File: src/rtl/execute_result_buffer_pkg.sv
// Shared control enums for the execute result buffer.
// XLEN normally comes from parameters.svh; it falls back to 32 when that file is not part of the build.
`ifndef XLEN
`define XLEN 32
`endif

package HighLevelControl;

    // Encodings follow the RISC-V funct3 field, so 3'b010 and 3'b011 are undefined.
    typedef enum logic [2:0] {
        BEQ  = 3'b000,
        BNE  = 3'b001,
        BLT  = 3'b100,
        BGE  = 3'b101,
        BLTU = 3'b110,
        BGEU = 3'b111
    } branchOperation;

    typedef enum logic [1:0] {
        EMPTY = 2'd0,
        ONE   = 2'd1,
        FULL  = 2'd2
    } bufferState;

endpackage

File: src/rtl/execute_result_buffer_branch_evaluator.sv
// Combinational branch condition: ALU flags plus branch operation give the taken bit.
// Carry=1 means an unsigned borrow on the compare subtraction.
module branchEvaluator
    import HighLevelControl::*;
(
    input  logic           zero,
    input  logic           overflow,
    input  logic           negative,
    input  logic           carry,
    input  branchOperation op,
    output logic           taken
);

    always_comb begin
        taken = 1'b0;
        case (op)
            BEQ:     taken = zero;
            BNE:     taken = ~zero;
            BLT:     taken = negative ^ overflow;
            BGE:     taken = ~(negative ^ overflow);
            BLTU:    taken = carry;
            BGEU:    taken = ~carry;
            default: taken = 1'b0;
        endcase
    end

endmodule

File: src/rtl/execute_result_buffer.sv
// Two-entry skid buffer between the ALU and writeback; all outputs are registered.
// Define BRANCH_EVAL_EN to evaluate and carry a branch-taken bit with each entry.
//
// state | meaning
// EMPTY | no entries held, OutValid=0, InReady=1
// ONE   | head entry on Out*, InReady=1
// FULL  | head on Out*, second entry in tail, InReady=0
module execute_result_buffer
    import HighLevelControl::*;
#(
    parameter int RD_WIDTH = 5
)
(
    input  logic                clk,
    input  logic                reset_n,
    input  logic                InValid,
    output logic                InReady,
    input  logic [`XLEN-1:0]    AluResult,
    input  logic                Zero,
    input  logic                oVerflow,
    input  logic                Negative,
    input  logic                Carry,
    input  logic [RD_WIDTH-1:0] InRd,
    input  logic                InRegWrite,
    input  logic                InIsBranch,
    input  branchOperation      InBranchOp,
    input  logic                Flush,
    output logic                OutValid,
    input  logic                OutReady,
    output logic [`XLEN-1:0]    OutResult,
    output logic [RD_WIDTH-1:0] OutRd,
    output logic                OutRegWrite,
    output logic                OutBranchTaken
);

    bufferState          state;
    logic [`XLEN-1:0]    tail_result;
    logic [RD_WIDTH-1:0] tail_rd;
    logic                tail_regwrite;
    logic                push;
    logic                pop;

    assign push = InValid & InReady & ~Flush;
    assign pop  = OutValid & OutReady & ~Flush;

`ifdef BRANCH_EVAL_EN
    logic eval_taken;
    logic in_taken;
    logic tail_taken;

    branchEvaluator u_branch_evaluator (
        .zero     (Zero),
        .overflow (oVerflow),
        .negative (Negative),
        .carry    (Carry),
        .op       (InBranchOp),
        .taken    (eval_taken)
    );

    assign in_taken = InIsBranch & eval_taken;
`else
    logic unused_branch_inputs;
    assign unused_branch_inputs = ^{InIsBranch, InBranchOp, Zero, oVerflow, Negative, Carry};
    assign OutBranchTaken = 1'b0;
`endif

    // Head entry lives directly in the Out* registers; flags are cleared whenever OutValid drops.
    always_ff @(posedge clk or negedge reset_n) begin
        if (!reset_n) begin
            state         <= EMPTY;
            InReady       <= 1'b1;
            OutValid      <= 1'b0;
            OutResult     <= '0;
            OutRd         <= '0;
            OutRegWrite   <= 1'b0;
            tail_result   <= '0;
            tail_rd       <= '0;
            tail_regwrite <= 1'b0;
`ifdef BRANCH_EVAL_EN
            OutBranchTaken <= 1'b0;
            tail_taken     <= 1'b0;
`endif
        end else if (Flush) begin
            state       <= EMPTY;
            InReady     <= 1'b1;
            OutValid    <= 1'b0;
            OutRegWrite <= 1'b0;
`ifdef BRANCH_EVAL_EN
            OutBranchTaken <= 1'b0;
`endif
        end else begin
            case (state)
                EMPTY: begin
                    if (push) begin
                        state       <= ONE;
                        OutValid    <= 1'b1;
                        OutResult   <= AluResult;
                        OutRd       <= InRd;
                        OutRegWrite <= InRegWrite;
`ifdef BRANCH_EVAL_EN
                        OutBranchTaken <= in_taken;
`endif
                    end
                end
                ONE: begin
                    if (push && pop) begin
                        OutResult   <= AluResult;
                        OutRd       <= InRd;
                        OutRegWrite <= InRegWrite;
`ifdef BRANCH_EVAL_EN
                        OutBranchTaken <= in_taken;
`endif
                    end else if (push) begin
                        state         <= FULL;
                        InReady       <= 1'b0;
                        tail_result   <= AluResult;
                        tail_rd       <= InRd;
                        tail_regwrite <= InRegWrite;
`ifdef BRANCH_EVAL_EN
                        tail_taken <= in_taken;
`endif
                    end else if (pop) begin
                        state       <= EMPTY;
                        OutValid    <= 1'b0;
                        OutRegWrite <= 1'b0;
`ifdef BRANCH_EVAL_EN
                        OutBranchTaken <= 1'b0;
`endif
                    end
                end
                FULL: begin
                    if (pop) begin
                        state       <= ONE;
                        InReady     <= 1'b1;
                        OutResult   <= tail_result;
                        OutRd       <= tail_rd;
                        OutRegWrite <= tail_regwrite;
`ifdef BRANCH_EVAL_EN
                        OutBranchTaken <= tail_taken;
`endif
                    end
                end
                default: begin
                    state       <= EMPTY;
                    InReady     <= 1'b1;
                    OutValid    <= 1'b0;
                    OutRegWrite <= 1'b0;
`ifdef BRANCH_EVAL_EN
                    OutBranchTaken <= 1'b0;
`endif
                end
            endcase
        end
    end

endmodule

File: config.mk
export PLATFORM = sky130hd
export DESIGN_NAME = execute_result_buffer
export DESIGN_NICKNAME = d
export VERILOG_FILES = /design/src/rtl/execute_result_buffer_pkg.sv /design/src/rtl/execute_result_buffer_branch_evaluator.sv /design/src/rtl/execute_result_buffer.sv
export SDC_FILE = /design/constraint.sdc
export NUM_CORES = 1
export LEC_CHECK = 0
export ABC_CLOCK_PERIOD_IN_PS = 4100
export CAP_MARGIN = 40
export CORE_MARGIN = 4
export CORE_UTILIZATION = 23
export CTS_BUF_LIST = sky130_fd_sc_hd__clkbuf_8
export CTS_CLUSTER_DIAMETER = 40
export DETAILED_ROUTE_END_ITERATION = 8
export HOLD_SLACK_MARGIN = 0.06
export PLACE_DENSITY = 0.4
export SLEW_MARGIN = 20
export SYNTH_ARGS = -nofsm -noshare
export SYNTH_HDL_FRONTEND = slang
export SYNTH_HIERARCHICAL = 1
export SYNTH_SLANG_ARGS = --single-unit
File: constraint.sdc
create_clock -name clk -period 4.1 [get_ports clk]
set_input_delay 0.41 -clock clk [delete_from_list [all_inputs] [get_ports clk]]
set_output_delay 0.41 -clock clk [all_outputs]
set_load 0.02 [all_outputs]
==> results of run 1 <==
-- placed cells by master, fill, tap and decap left out --
| master | count |
|---|---|
| nand4b_1 | 1 |
| nor2b_4 | 1 |
| o32ai_4 | 1 |
| clkinv_2 | 1 |
| mux2i_1 | 37 |
| a21boi_0 | 1 |
| nand2_1 | 1 |
| clkbuf_8 | 12 |
| nor2b_1 | 1 |
| bufinv_16 | 2 |
| inv_6 | 1 |
| buf_4 | 6 |
| o21ai_0 | 2 |
| dfrtp_1 | 79 |
| nand2b_1 | 2 |
| clkdlybuf4s50_1 | 81 |
| xor2_1 | 1 |
| nor3_1 | 1 |
| and2_0 | 1 |
| o31ai_1 | 1 |
| a2bb2oi_1 | 1 |
| buf_16 | 1 |
| dfstp_2 | 1 |
| mux2_2 | 18 |
| and2_1 | 1 |
| conb_1 | 1 |
| mux2_4 | 20 |
| o21bai_1 | 1 |
| dlygate4sd3_1 | 1 |
| and2b_1 | 1 |
| or2_2 | 1 |
| inv_1 | 1 |
| o22ai_1 | 2 |
| or4b_2 | 1 |
| a31oi_1 | 1 |
| a211oi_1 | 1 |
| a21oi_1 | 41 |
| nor2_1 | 39 |
-- layout make-up --
class                   instances  area, um^2
clock inverters                 4       73.82
fillers                      1481        9911
inverters                       1       3.754
multi-input cells             180        1419
flip-flops and latches         80        2003
repair buffers                 89       893.4
well taps                     184       230.2
clock buffers                  12       165.2
-- logic make-up after synthesis --
family	Yosys count	share of synthesized area
flops	80	0.5720
mux	75	0.2494
simple gates	51	0.06431
buf+inv	19	0.03037
other cells	1	0.001071
compound gates	52	0.08039
xor+xnor	1	0.002501
-- state kept, by name, indices dropped and copies added, names as in the netlist --
signal / flops
InReady: 1
OutResult: 32
OutRd: 5
OutRegWrite: 1
state: 2
tail_rd: 5
tail_result: 32
tail_regwrite: 1
OutValid: 1
-- where the power goes --
group,leakage (uW),internal (uW),switching (uW)
sequential,0.000927,1160,199
combinational,0.000908,684,563
clock,0.000123,394,301
-- metrics by stage --
stage | std cells | hold WS [ns] | util | setup slack [ns] | total power, uW
5_1_grt | 550 | 0.5211 | 0.3258 | 1.371 | 3515
3_5_place_dp | 533 | 0.4497 | 0.3088 | 1.064 | 2636
3_3_place_gp | 532 | 0.4810 | 0.3069 | 1.078 | 2619
4_1_cts | 550 | 0.5115 | 0.3258 | 1.443 | 3369
6_report | 550 | 0.5063 | 0.3258 | 1.436 | 3300
2_1_floorplan | 279 | 0.1144 | - | 2.098 | 2078
-- critical path: stages --
cell and delay, ns:
clkdlybuf4s50_1 0.54, nand2_1 0.21, or4b_2 1.00, buf_4 0.38
mux2_4 0.34
-- per-layer routing --
layer  global-route usage  wire length [um]  up-vias
li1                     -                 -     1142
met1               0.1175              3832     1135
met2               0.1524              3713       55
met3              0.04472               486        9
met4              0.02975                97        0
met5                    0                 0        -
-- worst max-delay path by stage --
stage / slack, ns / depth (start not counted) / start / endpoint
after CTS: 1.44 / 4 / InReady / tail_result[20]
after global placement: 1.08 / 5 / InValid / tail_result[20]
after detailed placement: 1.06 / 5 / InValid / tail_result[17]
final: 1.44 / 5 / InValid / tail_result[20]
after global routing: 1.37 / 4 / InReady / tail_result[17]
after floorplan: 2.10 / 5 / InReady / tail_result[10]
-- what timing repair did --
action / 4_1_cts / 5_1_grt
resized for setup: 0 / 0
setup endpoints to repair: 0 / 0
hold buffers: 1 / 0
endpoints found under the hold margin: 38 / 0
==> impl_metrics.ini, run 1 <==
[global_route]
grt_overflow_total = 0
antenna_found_initial = 0
grt_pass1_vias = 2541
grt_max_degree = 43
track_usage = 0.09625
grt_pass1_wl_mm = 13.18

[routing]
drcViolationCount = 0
dr.pass1.iters = 4
wl_per_cell_um = 14.78
drt-initial-drc-count = 83
vias = 2341
vias_per_cell = 4.256
ant_nets = 0
routed_wl_mm = 8.130

[die]
dieArea_um2 = 17260
core_region_area_um2 = 14700
die_w_um = 131.4
start_util = 0.2383
die_y_um = 131.4
pin_count = 92
row_count = 44

[setup_path]
reg2reg_depth = 4
worstReg2RegEnd = tail_result[20]
crit_type = in -> reg
endpoint_kind = register
critPathRequiredTime_ns = 4.34
rr_startpoint = InReady
regToRegSetupSlack_ns = 1.46
worstPathArrival_ns = 2.90
cp_max_fo = 21
worst_setup_path_start_kind = input pin

[min_path]
worstHoldStart = tail_regwrite
whs_path_depth = 1
hold_class = reg -> reg
holdPathEnd = tail_regwrite

[synthesis]
ys_seq_area_frac = 0.5720
synth_nets = 330
synthFlopType = dfrtp_1
yosys-top-cells-area = dfrtp_1, mux2i_1, mux2_4
yosysTopAreaCellShare = 0.5645
ys.warnings.count = 6
synth_top_area_cell = dfrtp_1
syn_inst = 279
synth_commonest_cells = dfrtp_1, a21oi_1, nor2_1
synth_area_um2 = 3502
syn_area_per_cell_um2 = 12.55
synth_most_common_cell = dfrtp_1
synth_edf_count = 0
async_reset_ff_frac = 1.000
synth_seq_cells = 80
ys_types = 34

[clock_network]
cts_setup_buffers = 0
clock-sinks = 80
numCtsBuffers = 9
cts_tree = built
clock-root-buffer = clkbuf_8
clock_path_buffers = 2
clkTransAtPathRegs_ns = 0.09
h-tree-depth = 3
insertion_delay_ns = 0.36

[place]
dpl_cell_area_um2 = 4539
io_buffers = 82
place.gp.congestion = 0.6633
dp_hpwl_mm = 5.239

[sta]
period_share = 0.6497
tns_ns = 0
hold_violations = 0
relSlewSlack = 0.5475
fin_crit_ns = 2.664
drv_slew = 0
tightest_slew_ns = 0.6728
fin_skew_ns = 0.008153
timing.fmax_mhz = 375.4
rsz0062_at_grt = no
setup_violations = 0

[cells_and_area]
stdcell_area_um2 = 4788
antenna_cells = 0
drive_gt1_frac = 0.1803
layout.nets = 412
area_growth_pct = 36.73

[flow_run]
maxCapViolations = 0

[outcome]
run_status = finished clean

[pwr]
ir_worst_vdd_v = 0.0002567
p_leak_uw = 0.001958
pwr_density_cell_nw_per_um2 = 689.1
Power figures use the tool's default switching activity.
==> run 2, diff against run 1 <==
--- a/config.mk
+++ b/config.mk
@@ -5,7 +5,7 @@
 export SDC_FILE = /design/constraint.sdc
 export NUM_CORES = 1
 export LEC_CHECK = 0
-export ABC_CLOCK_PERIOD_IN_PS = 4100
+export ABC_CLOCK_PERIOD_IN_PS = 2500
 export CAP_MARGIN = 40
 export CORE_MARGIN = 4
 export CORE_UTILIZATION = 23
==> constraint.sdc (replaced) <==
create_clock -name clk -period 2.5 [get_ports clk]
set_input_delay 0.25 -clock clk [delete_from_list [all_inputs] [get_ports clk]]
set_output_delay 0.25 -clock clk [all_outputs]
set_load 0.02 [all_outputs]
==> run 2 against run 1 <==
Register-to-register slack worse by 1.1 ns. Clock skew up 0.00076 ns. Non-clock buffer count up 4. Worst setup slack worse by 1.0 ns. Total power up 56%. Sequential share of layout area up 0.22 points. Die area unchanged. Worst hold slack worse by 0.094 ns. First-iteration DRC count down 22%. Highest routed layer unchanged.
==> impl_metrics.ini, run 2 (synthesis gave the netlist of run 1 again) <==
[setup_path]
regToRegSetupSlack_ns = 0.39
endpoint_kind = register
critPathRequiredTime_ns = 2.75
cp_slowest_cell = or4b_2
critPathTopFamily = simple AND/OR/NAND/NOR gates
crit_buf_inv = 1
crit_path_cell_trace = and2b_1 > or4b_2 > buf_4 > mux2_4
max_stage_delay_ns = 0.67
crit_type = reg -> reg
worstPathArrival_ns = 2.35
worst_setup_path_start_kind = register
cp_max_fo = 17

[routing]
ant_nets = 0
dr.pass1.iters = 4
drcViolationCount = 0
vias_per_cell = 4.316
drt-initial-drc-count = 65
wl_per_cell_um = 15.04
routed_wl_mm = 8.316
vias = 2387

[die]
start_util = 0.2383
row_count = 44
die_w_um = 131.4
pin_count = 92
core_region_area_um2 = 14700
die_y_um = 131.4
dieArea_um2 = 17260

[cells_and_area]
final_common_cell = clkdlybuf4s50_1
layout.nets = 416
area_growth_pct = 36.01
utilization = 0.3241
final_cell_mix = clkdlybuf4s50_1, dfrtp_1, a21oi_1
antenna_cells = 0
top_regs = OutResult x32, tail_result x32
drive_gt1_frac = 0.1762
fill_cells = 1481
stdcell_count = 553

[pwr]
p_leak_uw = 0.001961
ir_worst_vdd_v = 0.0004625
pwr_density_cell_nw_per_um2 = 1083
power_uw = 5157

[sta]
rsz0062_at_grt = no
timing.fmax_mhz = 474.6
period_share = 0.8429
setup_violations = 0
drv_slew = 0
fin_skew_ns = 0.008909
fin_crit_ns = 2.107
worst_slack_ns = 0.3928
tightest_slew_ns = 0.6434
hold_violations = 0
relSlewSlack = 0.5672
tns_ns = 0

[min_path]
hold_class = in -> async

[clock_network]
cts_tree = built
numCtsBuffers = 9
cts_setup_buffers = 0
h-tree-depth = 3
clock_path_buffers = 2
clock-sinks = 80
clock-root-buffer = clkbuf_8
insertion_delay_ns = 0.36
clkTransAtPathRegs_ns = 0.08

[global_route]
grt_max_degree = 53
track_usage = 0.1032
antenna_found_initial = 0
grt_overflow_total = 0
grt_pass1_vias = 2741
grt_pass1_wl_mm = 14.21

[place]
dpl_worst_slack_ns = 0.1691
place.gp.congestion = 0.7167
place_inst = 537
io_buffers = 82
dp_hpwl_mm = 5.384

[flow_run]
maxCapViolations = 0

[outcome]
run_status = finished clean
## run 2: changes by cell type in the layout (fill, tap and decap cells not counted), sizes merged
cell and delta:
buf +4, clkbuf -1, inv +3, bufinv -2
clkinv -1
## run 2: worst paths after layout
check                      startpoint               to  cells past startpoint
min in group clk           tail_rd[0]       tail_rd[0]                      1
setup reg to reg             state[0]   tail_result[6]                      4
setup / recovery             state[0]   tail_result[6]                      4
hold / removal                reset_n  tail_result[22]                      2
hold reg to reg            tail_rd[0]       tail_rd[0]                      1
max in group asynchronous     reset_n   tail_result[1]                      3
## run 2: final cells by class
cell class | instances | area, um^2 | share of cell area
flip-flops and latches | 80 | 2003 | 0.4205
multi-input cells | 180 | 1419 | 0.2979
repair buffers | 93 | 940.9 | 0.1975
well taps | 184 | 230.2 | 0.04833
clock buffers | 11 | 151.4 | 0.03178
clock inverters | 4 | 15.01 | 0.003152
inverters | 1 | 3.754 | 0.0007880
## run 2: power by group
group	internal [uW]	switching (uW)	total (uW)
clock	397	457	854
sequential	1900	332	2230
combinational	1140	932	2070
## run 2: what timing repair did
item | 4_1_cts | 5_1_grt
resized for setup | 0 | 0
hold buffers | 1 | 0
endpoints found under the hold margin | 34 | 0
## run 2: metrics by stage
step | hold WS [ns] | instance area [um^2]
finish | 0.4127 | 4763
global route | 0.4305 | 4763
CTS | 0.3997 | 4763
detailed placement | 0.2604 | 4587
global placement | 0.2686 | 4587
floorplan | -0.04559 | 3502
## run 2: metal layers
metal / GRT usage / wire (um) / vias to the layer above
met5: 0 / 0 / -
met4: 0.02800 / 97 / 0
met3: 0.04625 / 536 / 10
met2: 0.1685 / 3830 / 63
met1: 0.1244 / 3851 / 1169
li1: - / - / 1145
==> run 3, diff against run 2 <==
--- a/config.mk
+++ b/config.mk
@@ -5,7 +5,7 @@
 export SDC_FILE = /design/constraint.sdc
 export NUM_CORES = 1
 export LEC_CHECK = 0
-export ABC_CLOCK_PERIOD_IN_PS = 2500
+export ABC_CLOCK_PERIOD_IN_PS = 2000
 export CAP_MARGIN = 40
 export CORE_MARGIN = 4
 export CORE_UTILIZATION = 23
==> constraint.sdc (replaced) <==
create_clock -name clk -period 2 [get_ports clk]
set_input_delay 0.2 -clock clk [delete_from_list [all_inputs] [get_ports clk]]
set_output_delay 0.2 -clock clk [all_outputs]
set_load 0.02 [all_outputs]
==> run 3 against run 2 <==
Combinational power is 29% higher. Clock-buffer cell count stayed put. Utilization is 0.98 points higher. Critical path type is now reg -> out. Largest power group unchanged.
==> impl_metrics.ini, run 3 (synthesis gave the netlist of run 1 again) <==
[setup_path]
cp_slowest_cell = clkdlybuf4s50_1
rr_startpoint = InReady
max_stage_delay_ns = 0.60
crit_type = reg -> out
worst_setup_path_start_kind = register
endpoint_kind = output pin
endpoint = InReady
worstReg2RegEnd = tail_result[1]
critical_path.startpoint = InReady
cp_max_fo = 5
regToRegSetupSlack_ns = 0.20
worstPathArrival_ns = 1.63
crit_path_cell_trace = buf_4 > clkdlybuf4s50_1
critPathRequiredTime_ns = 1.80
reg2reg_depth = 4

[cells_and_area]
final_cell_mix = clkdlybuf4s50_1, dfrtp_1, a21oi_1
layout.nets = 426
antenna_cells = 0
multi_input_area_um2 = 1425
regArea_um2 = 2003
top_regs = OutResult x32, tail_result x32
area_growth_pct = 40.12
fill_cells = 1473
drive_gt1_frac = 0.2079
stdcell_count = 564
final_common_cell = clkdlybuf4s50_1

[sta]
drv_slew = 0
tightest_slew_ns = 0.5146
timing.fmax_mhz = 547.3
setup_violations = 0
worst_slack_ns = 0.1728
period_share = 0.9136
hold_violations = 0
relSlewSlack = 0.6569
fin_crit_ns = 1.827
rsz0062_at_grt = no
fin_skew_ns = 0.006664

[clock_network]
h-tree-depth = 3
cts_tree = built
clock-root-buffer = clkbuf_8
numCtsBuffers = 9
insertion_delay_ns = 0.36
clock_path_buffers = 2
cts_setup_buffers = 0
clkTransAtPathRegs_ns = 0.08
clock-sinks = 80

[place]
dp_hpwl_mm = 5.450
io_buffers = 82
place_inst = 546
dpl_worst_slack_ns = -0.1394
place.gp.congestion = 0.7020

[global_route]
grt_pass1_vias = 2710
track_usage = 0.1025
grt_max_degree = 41
antenna_found_initial = 0
grt_overflow_total = 0
grt_pass1_wl_mm = 14.03

[pwr]
p_leak_uw = 0.002034
pwr_density_cell_nw_per_um2 = 1360
ir_worst_vdd_v = 0.0005810

[die]
die_w_um = 131.4
start_util = 0.2383
row_count = 44
core_region_area_um2 = 14700
pin_count = 92
dieArea_um2 = 17260
die_y_um = 131.4

[routing]
vias_per_cell = 4.319
routed_wl_mm = 8.389
dr.pass1.iters = 4
wl_per_cell_um = 14.87
drcViolationCount = 0
vias = 2436
ant_nets = 0
drt-initial-drc-count = 67

[outcome]
run_status = finished clean

[flow_run]
maxCapViolations = 0

[min_path]
hold_class = in -> async
-- run 3: changes by cell type in the layout (fill, tap and decap cells not counted) --
cell,delta
or4b_4,+1
clkbuf_16,+1
or4b_2,-1
buf_12,+1
nand2_2,+1
nand2_1,-1
clkinv_2,+2
bufinv_16,+1
inv_1,-2
buf_4,+8
-- run 3: through the flow --
step / total power (uW) / util / hold WS, ns / TNS, ns / instance area, um^2
6_report: 6674 / 0.3338 / 0.3524 / 0 / 4907
5_1_grt: 7156 / 0.3338 / 0.4028 / 0 / 4907
4_1_cts: 6814 / 0.3319 / 0.3584 / 0 / 4878
3_5_place_dp: 5500 / 0.3177 / 0.2103 / -4.719 / 4669
3_3_place_gp: 5458 / 0.3177 / 0.2102 / -4.542 / 4669
2_1_floorplan: 4262 / - / -0.09559 / 0 / 3505
-- run 3: layer usage --
| layer | vias up | global-route usage | wire (um) |
|---|---|---|---|
| li1 | 1169 | - | - |
| met1 | 1200 | 0.1212 | 3832 |
| met2 | 57 | 0.1702 | 3991 |
| met3 | 10 | 0.03631 | 414 |
| met4 | 0 | 0.04201 | 151 |
| met5 | - | 0 | 0 |
-- run 3: area by class of cell --
type,count,area share
Tap cell,184,0.04691
Multi-Input combinational cell,180,0.2904
Clock buffer,11,0.03085
Clock inverter,5,0.009689
Timing Repair Buffer,103,0.2132
Sequential cell,80,0.4082
Inverter,1,0.0007649
-- run 3: power breakdown --
part           switching (uW)  leakage (uW)  internal [uW]  total, uW
Combinational            1190      0.000995           1480       2670
Sequential                398      0.000927           2380       2770
Clock                     599      0.000112            633       1230
-- run 3: worst min-delay path by stage --
stage,slack [ns],to,from,cells after the start
finish,0.35,OutResult[19],reset_n,2
global route,0.40,OutResult[19],reset_n,2
CTS,0.36,OutResult[19],reset_n,2
detailed placement,0.21,OutResult[19],reset_n,1
global placement,0.21,OutResult[19],reset_n,1
floorplan,-0.1,OutRd[0],reset_n,0
-- run 3: critical path: cells and delay by family (launching register included) --
kind | cells | cell delay (ns)
flip-flops | 1 | 0.54
buffers and inverters | 2 | 0.73
-- run 3: what timing repair did --
item,4_1_cts,5_1_grt
endpoints found under the setup margin,0,1
hold buffers,1,0
hold endpoints to repair,35,0
resized for setup,0,1
